==> config.mk <==
export PLATFORM = sky130hd
export DESIGN_NAME = image_uart_sender
export DESIGN_NICKNAME = d
export VERILOG_FILES = /design/src/rtl/img_pkg.sv /design/src/rtl/uart_tx_byte.sv /design/src/rtl/image_uart_sender.sv
export SDC_FILE = /design/constraint.sdc
export NUM_CORES = 1
export LEC_CHECK = 0
export CAP_MARGIN = 20
export CORE_ASPECT_RATIO = 0.5
export CORE_MARGIN = 2
export CORE_UTILIZATION = 30
export CTS_BUF_LIST = sky130_fd_sc_hd__clkbuf_4
export DETAILED_ROUTE_END_ITERATION = 6
export REMOVE_ABC_BUFFERS = 1
export SYNTH_ARGS = -nofsm -noshare
export SYNTH_HDL_FRONTEND = slang
export SYNTH_SLANG_ARGS = --single-unit
==> constraint.sdc <==
create_clock -name clk -period 4.4 [get_ports clk]
set_input_delay 0.88 -clock clk [delete_from_list [all_inputs] [get_ports clk]]
set_output_delay 0.88 -clock clk [all_outputs]
set_load 0.01 [all_outputs]
==> src/rtl/img_pkg.sv <==
`default_nettype none
// img_pkg: image geometry, UART line defaults and FSM state encodings shared by the
// image sender and its byte transmitter.
package img_pkg;

  localparam int IMG_W        = 128;
  localparam int IMG_H        = 128;
  localparam int NUM_PIXELS   = IMG_W * IMG_H;
  localparam int ADDR_W       = 14;
  localparam int PAD_ADDR_W   = 15;
  localparam int DEF_CLK_FREQ = 100_000_000;
  localparam int DEF_BAUD     = 115_200;

  typedef enum logic [2:0] {
    S_IDLE  = 3'd0,
    S_FETCH = 3'd1,
    S_LOAD  = 3'd2,
    S_SEND  = 3'd3,
    S_DONE  = 3'd4
  } send_state_t;

  typedef enum logic [1:0] {
    U_IDLE  = 2'd0,
    U_START = 2'd1,
    U_DATA  = 2'd2,
    U_STOP  = 2'd3
  } uart_state_t;

endpackage
`default_nettype wire

==> src/rtl/uart_tx_byte.sv <==
`default_nettype none
// uart_tx_byte: 8N1 LSB-first transmitter; a load accepted in the last STOP cycle
// chains the next frame with no idle gap.
module uart_tx_byte
  import img_pkg::*;
#(
  parameter int CLKS_PER_BIT = 868
) (
  input  logic       clk,
  input  logic       rst_n,
  input  logic       i_load,
  input  logic [7:0] i_data,
  output logic       o_tx,
  output logic       o_ready,
  output logic       o_frame_end,
  output logic       o_stop_next
);

  localparam int CNT_W = (CLKS_PER_BIT > 1) ? $clog2(CLKS_PER_BIT) : 1;
  localparam logic [CNT_W-1:0] c_TICK = CNT_W'(CLKS_PER_BIT - 1);

  uart_state_t      r_state;
  uart_state_t      w_next;
  logic [CNT_W-1:0] r_cnt;
  logic [2:0]       r_bit;
  logic [7:0]       r_shift;
  logic             r_tx;
  logic             w_tick;
  logic             w_accept;

  assign w_tick      = (r_cnt == c_TICK);
  assign o_ready     = (r_state == U_IDLE) || ((r_state == U_STOP) && w_tick);
  assign w_accept    = i_load && o_ready;
  assign o_frame_end = (r_state == U_STOP) && w_tick;
  assign o_stop_next = (r_state == U_DATA) && w_tick && (r_bit == 3'd7);
  assign o_tx        = r_tx;

  always_comb begin
    w_next = r_state;
    case (r_state)
      U_IDLE:  if (i_load) w_next = U_START;
      U_START: if (w_tick) w_next = U_DATA;
      U_DATA:  if (o_stop_next) w_next = U_STOP;
      U_STOP:  if (w_tick) w_next = i_load ? U_START : U_IDLE;
      default: w_next = U_IDLE;
    endcase
  end

  always_ff @(posedge clk or negedge rst_n) begin
    if (!rst_n) r_state <= U_IDLE;
    else        r_state <= w_next;
  end

  always_ff @(posedge clk or negedge rst_n) begin
    if (!rst_n) begin
      r_cnt   <= '0;
      r_bit   <= '0;
      r_shift <= '0;
      r_tx    <= 1'b1;
    end else begin
      if ((r_state == U_IDLE) || w_tick) r_cnt <= '0;
      else                               r_cnt <= r_cnt + 1'b1;

      if (w_accept) begin
        r_shift <= i_data;
        r_tx    <= 1'b0;
      end else if (w_tick) begin
        case (r_state)
          U_START: r_tx <= r_shift[0];
          U_DATA: begin
            // r_shift[1] is the bit that becomes current after this shift
            r_shift <= r_shift >> 1;
            r_tx    <= (r_bit == 3'd7) ? 1'b1 : r_shift[1];
            r_bit   <= r_bit + 1'b1;
          end
          default: r_tx <= 1'b1;
        endcase
      end
    end
  end

endmodule
`default_nettype wire

==> src/rtl/image_uart_sender.sv <==
`default_nettype none
// image_uart_sender: streams BRAM bytes 0..NUM_PIXELS-1 out as gapless 8N1 UART frames.
// Define IMAGE_UART_SENDER_CHECKSUM_EN to append a mod-256 checksum trailer frame.
module image_uart_sender
  import img_pkg::*;
#(
  parameter int CLK_FREQ   = img_pkg::DEF_CLK_FREQ,
  parameter int BAUD       = img_pkg::DEF_BAUD,
  parameter int ADDR_W     = img_pkg::ADDR_W,
  parameter int NUM_PIXELS = img_pkg::NUM_PIXELS,
  parameter int READ_LAT   = 1
) (
  input  logic              clk,
  input  logic              rst_n,
  input  logic              start,
  output logic              bram_en,
  output logic [ADDR_W-1:0] bram_addr,
  input  logic [7:0]        bram_dout,
  output logic              tx,
  output logic              busy,
  output logic              done,
  output logic [ADDR_W:0]   sent_cnt
);

  localparam int                CLKS_PER_BIT = CLK_FREQ / BAUD;
  localparam logic [ADDR_W-1:0] c_LAST_ADDR  = ADDR_W'(NUM_PIXELS - 1);
  localparam logic [1:0]        c_LAT_LAST   = 2'(READ_LAT - 1);

  send_state_t       r_state;
  send_state_t       w_next;
  logic              r_start_q;
  logic              r_en;
  logic              r_busy;
  logic              r_done;
  logic              r_hold_vld;
  logic [ADDR_W-1:0] r_addr;
  logic [ADDR_W:0]   r_sent;
  logic [1:0]        r_fcnt;
  logic [7:0]        r_hold;
  logic              w_launch;
  logic              w_more;
  logic              w_load;
  logic              w_ready;
  logic              w_frame_end;
  logic              w_stop_next;
  logic              w_prefetch;
  logic              w_finish;
  logic              w_tr_queue;
  logic              w_tr_done;
  logic              w_count_frame;
  logic [7:0]        w_tr_data;

  assign w_launch   = (r_state == S_IDLE) && start && !r_start_q;
  assign w_more     = (r_addr != c_LAST_ADDR);
  assign w_load     = r_hold_vld && w_ready;
  // the next byte is fetched while the current frame sits in its stop bit
  assign w_prefetch = (r_state == S_SEND) && w_stop_next && w_more;
  assign w_finish   = (r_state == S_SEND) && w_frame_end && !r_hold_vld && !w_more && w_tr_done;

`ifdef IMAGE_UART_SENDER_CHECKSUM_EN
  logic [7:0] r_sum;
  logic       r_trailer;

  always_ff @(posedge clk or negedge rst_n) begin
    if (!rst_n) begin
      r_sum     <= '0;
      r_trailer <= 1'b0;
    end else if (w_launch) begin
      r_sum     <= '0;
      r_trailer <= 1'b0;
    end else begin
      if (r_state == S_LOAD) r_sum <= r_sum + bram_dout;
      if (w_tr_queue)        r_trailer <= 1'b1;
    end
  end

  assign w_tr_queue    = (r_state == S_SEND) && w_stop_next && !w_more && !r_trailer;
  assign w_tr_done     = r_trailer;
  assign w_tr_data     = r_sum;
  // the trailer is the only frame that ends with nothing queued behind it once armed
  assign w_count_frame = !(r_trailer && !r_hold_vld);
`else
  assign w_tr_queue    = 1'b0;
  assign w_tr_done     = 1'b1;
  assign w_tr_data     = 8'h00;
  assign w_count_frame = 1'b1;
`endif

  always_comb begin
    w_next = r_state;
    case (r_state)
      S_IDLE:  if (w_launch) w_next = S_FETCH;
      S_FETCH: if (r_fcnt == c_LAT_LAST) w_next = S_LOAD;
      S_LOAD:  w_next = S_SEND;
      S_SEND: begin
        if (w_prefetch)    w_next = S_FETCH;
        else if (w_finish) w_next = S_DONE;
      end
      S_DONE:  if (!start) w_next = S_IDLE;
      default: w_next = S_IDLE;
    endcase
  end

  always_ff @(posedge clk or negedge rst_n) begin
    if (!rst_n) r_state <= S_IDLE;
    else        r_state <= w_next;
  end

  always_ff @(posedge clk or negedge rst_n) begin
    if (!rst_n) begin
      r_start_q  <= 1'b0;
      r_en       <= 1'b0;
      r_busy     <= 1'b0;
      r_done     <= 1'b0;
      r_hold_vld <= 1'b0;
      r_addr     <= '0;
      r_sent     <= '0;
      r_fcnt     <= '0;
      r_hold     <= '0;
    end else begin
      r_start_q <= start;

      if (w_launch) begin
        r_en       <= 1'b1;
        r_addr     <= '0;
        r_fcnt     <= '0;
        r_busy     <= 1'b1;
        r_sent     <= '0;
        r_hold_vld <= 1'b0;
      end else if (w_prefetch) begin
        r_en   <= 1'b1;
        r_addr <= r_addr + 1'b1;
        r_fcnt <= '0;
      end else if (r_state == S_FETCH) begin
        r_fcnt <= r_fcnt + 1'b1;
        if (r_fcnt == c_LAT_LAST) r_en <= 1'b0;
      end

      if (r_state == S_LOAD) begin
        r_hold     <= bram_dout;
        r_hold_vld <= 1'b1;
      end else if (w_tr_queue) begin
        r_hold     <= w_tr_data;
        r_hold_vld <= 1'b1;
      end else if (w_load) begin
        r_hold_vld <= 1'b0;
      end

      if (w_frame_end && w_count_frame) r_sent <= r_sent + 1'b1;

      if (w_finish) begin
        r_busy <= 1'b0;
        r_done <= 1'b1;
      end

      if ((r_state == S_DONE) && !start) begin
        r_done <= 1'b0;
        r_addr <= '0;
      end
    end
  end

  uart_tx_byte #(
    .CLKS_PER_BIT(CLKS_PER_BIT)
  ) u_tx (
    .clk        (clk),
    .rst_n      (rst_n),
    .i_load     (w_load),
    .i_data     (r_hold),
    .o_tx       (tx),
    .o_ready    (w_ready),
    .o_frame_end(w_frame_end),
    .o_stop_next(w_stop_next)
  );

  assign bram_en   = r_en;
  assign bram_addr = r_addr;
  assign busy      = r_busy;
  assign done      = r_done;
  assign sent_cnt  = r_sent;

endmodule
`default_nettype wire

# --- Word level (Yosys, flattened, before mapping) ---
# Index checks and enable logic that the tools add are counted.
classes:
  n_reduce_logical: 36
  n_eq_ne: 18
  addsub: 5
  bitwise: 1
  muxes: 39
op_table:
  columns: ["op", "count"]
  rows:
  - ["2-to-1 mux 14 bit", 3]
  - ["2-to-1 mux 15 bit", 2]
  - ["2-to-1 mux 8 bit", 3]
  - ["adder 15 x 1 -> 15 bit (second input constant)", 1]
  - ["2-to-1 mux 1 bit", 15]
  - ["2-to-1 mux 3 bit", 5]
  - ["case mux 3 bit (5 select lines)", 1]
  - ["adder 14 x 1 -> 14 bit (second input constant)", 1]
  - ["2-to-1 mux 2 bit", 7]
  - ["inequality test 14 bit (second input constant)", 1]
  - ["logical AND 1 bit", 13]
  - ["nonzero test 3 bit", 4]
  - ["adder 10 x 1 -> 10 bit (second input constant)", 1]
  - ["equality test 10 bit (second input constant)", 1]
  - ["2-to-1 mux 10 bit", 1]
  - ["nonzero test 2 bit", 5]
  - ["inequality test 2 bit (second input constant)", 4]
  - ["case mux 2 bit (4 select lines)", 1]
  - ["AND reduction 4 bit", 2]
  - ["equality test 3 x 2 -> 1 bit (second input constant)", 2]
  - ["equality test 3 bit (second input constant)", 2]
  - ["inequality test 2 x 1 -> 1 bit (second input constant)", 3]
  - ["equality test 2 bit (second input constant)", 2]
  - ["zero test 1 bit", 4]
  - ["12 further kinds", 15]
word_totals:
  out_inout_bits: 33
  wordCells: 114
  reg_bits: 71

# --- Depth between registers and ports, before layout ---
depth:
  depth_word: 8
  mapped_depth: 9
  depth_no_buf: 7

# --- Modules after synthesis ---
# Synthesis repeated with hierarchy kept, for this count alone.
hier_totals:
  hier_cells: 362
  hier_area_um2: 3711.1
by_module_without_submodules:
  columns: ["module", "cells_per_inst", "seq_area_each_um2", "area_each_um2", "n_inst"]
  rows:
  - ["image_uart_sender", 234, 1176.1, 2401.1, 1]
  - ["uart_tx_byte", 128, 601.8, 1310.0, 1]

# --- Worst setup path before layout ---
# No wires, ideal clock.
synth_timing:
  kind: "reg2reg"
  start: "register u_tx.r_cnt[0]"
  end: "register r_addr[4] (netlist: bram_addr[4])"
  path_stages_with_launch: 9
  path_slack_ns: 2.137
  arrival_time_ns: 2.197
  t_required_ns: 4.334
  setup_ns: 0.066
  synth_period_minus_slack_ns: 2.263
  cell_sequence: "dfrtp_1 -> ha_1 -> nor4b_4 -> and3_1 -> buf_2 -> or3b_1 -> buf_2 -> or4_1 -> nand2_1"
synth_via:
  elab_chain_cells: 6
synth_rtl:
  columns: ["element", "line_no", "text"]
  rows:
  - ["start, declared", "uart_tx_byte.sv:24", "logic [CNT_W-1:0] r_cnt;"]
  - ["start signal, assigned", "uart_tx_byte.sv:62", "else r_cnt <= r_cnt + 1'b1;"]
  - ["equality test 10 bit", "uart_tx_byte.sv:31", "assign w_tick = (r_cnt == c_TICK);"]
  - ["logical AND 1 bit (2 in a row)", "uart_tx_byte.sv:35", "assign o_stop_next = (r_state == U_DATA) && w_tick && (r_bit == 3'd7);"]
  - ["logical AND 1 bit (2 in a row)", "image_uart_sender.sv:57", "assign w_prefetch = (r_state == S_SEND) && w_stop_next && w_more;"]
  - ["nonzero test 3 bit (no line)", null, null]
  - ["end signal, assigned", "image_uart_sender.sv:132", "r_addr <= r_addr + 1'b1;"]
  - ["end, declared", "image_uart_sender.sv:36", "logic [ADDR_W-1:0] r_addr;"]
# No other way between the ends.
# A chain may end at the register's enable or synchronous reset.

# --- Worst setup path after layout ---
# Ends and elaborated chain as after synthesis.

==> qor.txt <==
status: finished clean
switching power: 0.253 mW
Detail Route Antenna Nets: 0
Routability Congestion: 0.799
largest net degree at the start of global routing: 72
Worst Skew: 0.0193 ns
maximum operating frequency: 375 MHz
worst-margin pin slew: 1.03 ns
power per cell area: 261 nW/um^2
CP Max Fanout: 18
fillers: 1122
commonest non-fill, non-tap cell in the layout: dfrtp_1
RSZ-0062 raised after global routing: no
synthesized cell area: 3510 sq um
post-layout net count: 423
total area of sequential cells: 1780 sq um
CTS hold repair buffers: 0
syn_area_per_cell: 9.72 sq um
num rows: 27
Die ar.: 12600 sq um
fin crit share: 0.606
Post-DP Area: 4090 sq um
initial antenna violation count: 0
Synth area leader: dfrtp_1
Worst VDD drop: 0.114 mV
post-synthesis register bit count: 71
Synth top area share: 0.499
sw frac: 0.230
Top Ports: 44
# Max-Cap Violations: 0
Die W: 157 microns
routed wire length: 7.41 mm
CTS Buf Count: 9
final worst setup slack: 1.73 ns
crit path DAT: 3.04 ns
layout cells sized above 1: 0.0862
Setup Viol. Count Final: 0
worst endpoint required time: 4.77 ns
placed cells: 549
Worst-path clk slew: 0.11 ns
Max clock buf depth: 2
H-tree level count: 3
Area growth syn-to-layout: 20.2%
# diodes: 0
Initial DRT Pass Iterations: 4
DRC Markers: 0
Pint: 0.846 mW
fin. max-slew vios: 0
Post-synth EDFFs: 0
top cells by area, synth: dfrtp_1, o21ai_0, nand2_1, nor2_1, ha_1
total negative slack: 0 ns
CP startpoint kind: flop
commonest cells after routing, fill and taps aside: dfrtp_1, o21ai_0, clkdlybuf4s50_1, nand2_1, nor2_1
ys flop type: dfrtp_1
multi-input logic area: 1640 sq um
fin crit period: 2.67 ns
Clock Tree Root: clkbuf_4
post-CTS setup buffers: 0
power share of the clock group: 0.368
Warnings, synthesis: 0
Final Non-Filler Cells: 565
Initial Utilization: 0.314
Worst Setup End Kind: flop
Clk Latency, worst-skew pair: 0.43 ns
vias per inst: 4.79
Synth Instances: 361
Final Hold Fails: 0
via count: 2708
post-synthesis async set-or-reset flop share: 1.00
Seq/Total Area, Yosys: 0.507
Remaining Overflow, GRT: 0
total core area: 11200 sq um
Place WS: 1.52 ns
die span in y: 80.5 microns
post-route cell area: 4220 sq um
Setup CP Type: flop to flop
TritonCTS clock tree: yes
clock sinks: 71
post-CTS sizing: 0
sequential share of power: 0.604
vias in the first global route: 2535
post-DP HPWL: 4.96 mm
DRT iter0 DRCs: 100
PortBufs: 43
first-pass GRT wire length: 12.7 mm
normalized max-slew margin: 0.312
Hold Slack: 0.485 ns
HP Class: flop to flop
Netlist cell types: 43
Pleak: 1.79 nW
gr usage total: 0.128
Avg WL per Cell: 13.1 microns
Comb pwr share: 0.028
[per-layer routing]
layer / vias up / part of all wire / GRT usage / wire length (microns)
met5: - / 0 / 0 / 0
met4: 0 / 0.015 / 0.0468 / 112
met3: 11 / 0.034 / 0.0367 / 250
met2: 34 / 0.43 / 0.192 / 3210
met1: 1289 / 0.52 / 0.175 / 3840
li1: 1374 / - / - / -
[path summary, 6_finish.rpt]
kind / depth (start not counted) / endpoint / slack, ns / start
max in group asynchronous: 2 / r_fcnt[0]$_DFFE_PN0P_ / 3.16 / rst_n
worst min register to register: 2 / u_tx.r_shift[4]$_DFFE_PN0P_ / 0.48 / r_hold[4]$_DFFE_PN0P_
worst max-delay path: 6 / bram_addr[4]$_DFFE_PN0P_ / 1.73 / u_tx.r_cnt[0]$_DFF_PN0_
min in group asynchronous: 2 / r_hold[7]$_DFFE_PN0P_ / 0.63 / rst_n
worst min-delay path: 2 / u_tx.r_shift[4]$_DFFE_PN0P_ / 0.48 / r_hold[4]$_DFFE_PN0P_
worst max register to register: 6 / bram_addr[4]$_DFFE_PN0P_ / 1.73 / u_tx.r_cnt[0]$_DFF_PN0_
[kinds of logic after synthesis]
kind of cell | share of synthesized area
buf+inv | 0.0267
flops | 0.507
compound gates | 0.130
fa+ha+maj | 0.0357
simple gates | 0.211
mux | 0.0581
xor+xnor | 0.0324
[metrics by stage]
step / power, mW / util
global route: 1.15 / 0.377
CTS: 1.11 / 0.377
finish: 1.10 / 0.377
global placement: 0.708 / 0.365
floorplan: 0.683 / -
detailed placement: 0.709 / 0.365
[layout make-up]
type / count / area share
Inverter: 8 / 0.00712
Tap cell: 159 / 0.0472
Clock buffer: 10 / 0.0178
Multi-Input combinational cell: 266 / 0.388
Clock inverter: 5 / 0.0119
Timing Repair Buffer: 46 / 0.106
Sequential cell: 71 / 0.422
[Yosys cell counts, types with 3 or more instances]
cell and instances:
nand4_1 14, nor2b_1 5, xor2_1 7, nor4_1 4, mux2i_1 8, o21ai_0 46
or3_1 8, nor2_1 35, dfrtp_1 70, buf_2 3, clkbuf_1 12, a21oi_1 14
and2_1 4, a31oi_1 6, and3_1 8, and4_1 4, inv_1 8, ha_1 10
nand2_1 36, xnor2_1 6, nand3_1 12, mux2_2 11
[critical path, stage by stage (launching register included)]
cell	delay (ns)
dfrtp_1	0.40
ha_1	0.28
nor4b_4	0.32
and3_1	0.33
or3b_1	0.64
or4_1	0.58
nand2_1	0.07
[flip-flops by register name (all words and copies together) (netlist names)]
name and cells:
sent_cnt 15, bram_addr 14, u_tx.r_cnt 10, r_hold 8
u_tx.r_shift 8, r_state 3, u_tx.r_bit 3, r_fcnt 2
u_tx.r_state 2, bram_en 1, busy 1, done 1
r_hold_vld 1, r_start_q 1, u_tx.o_tx 1
[power groups by stage]
stage                     registers [mW]  logic (mW)  clock network [mW]
final                              0.664      0.0303               0.405
after global routing               0.665      0.0356               0.449
after CTS                          0.664      0.0321               0.418
after detailed placement           0.677      0.0320                   0
after global placement             0.677      0.0317                   0
after floorplan                    0.676     0.00759                   0
Power figures use the tool's default switching activity.
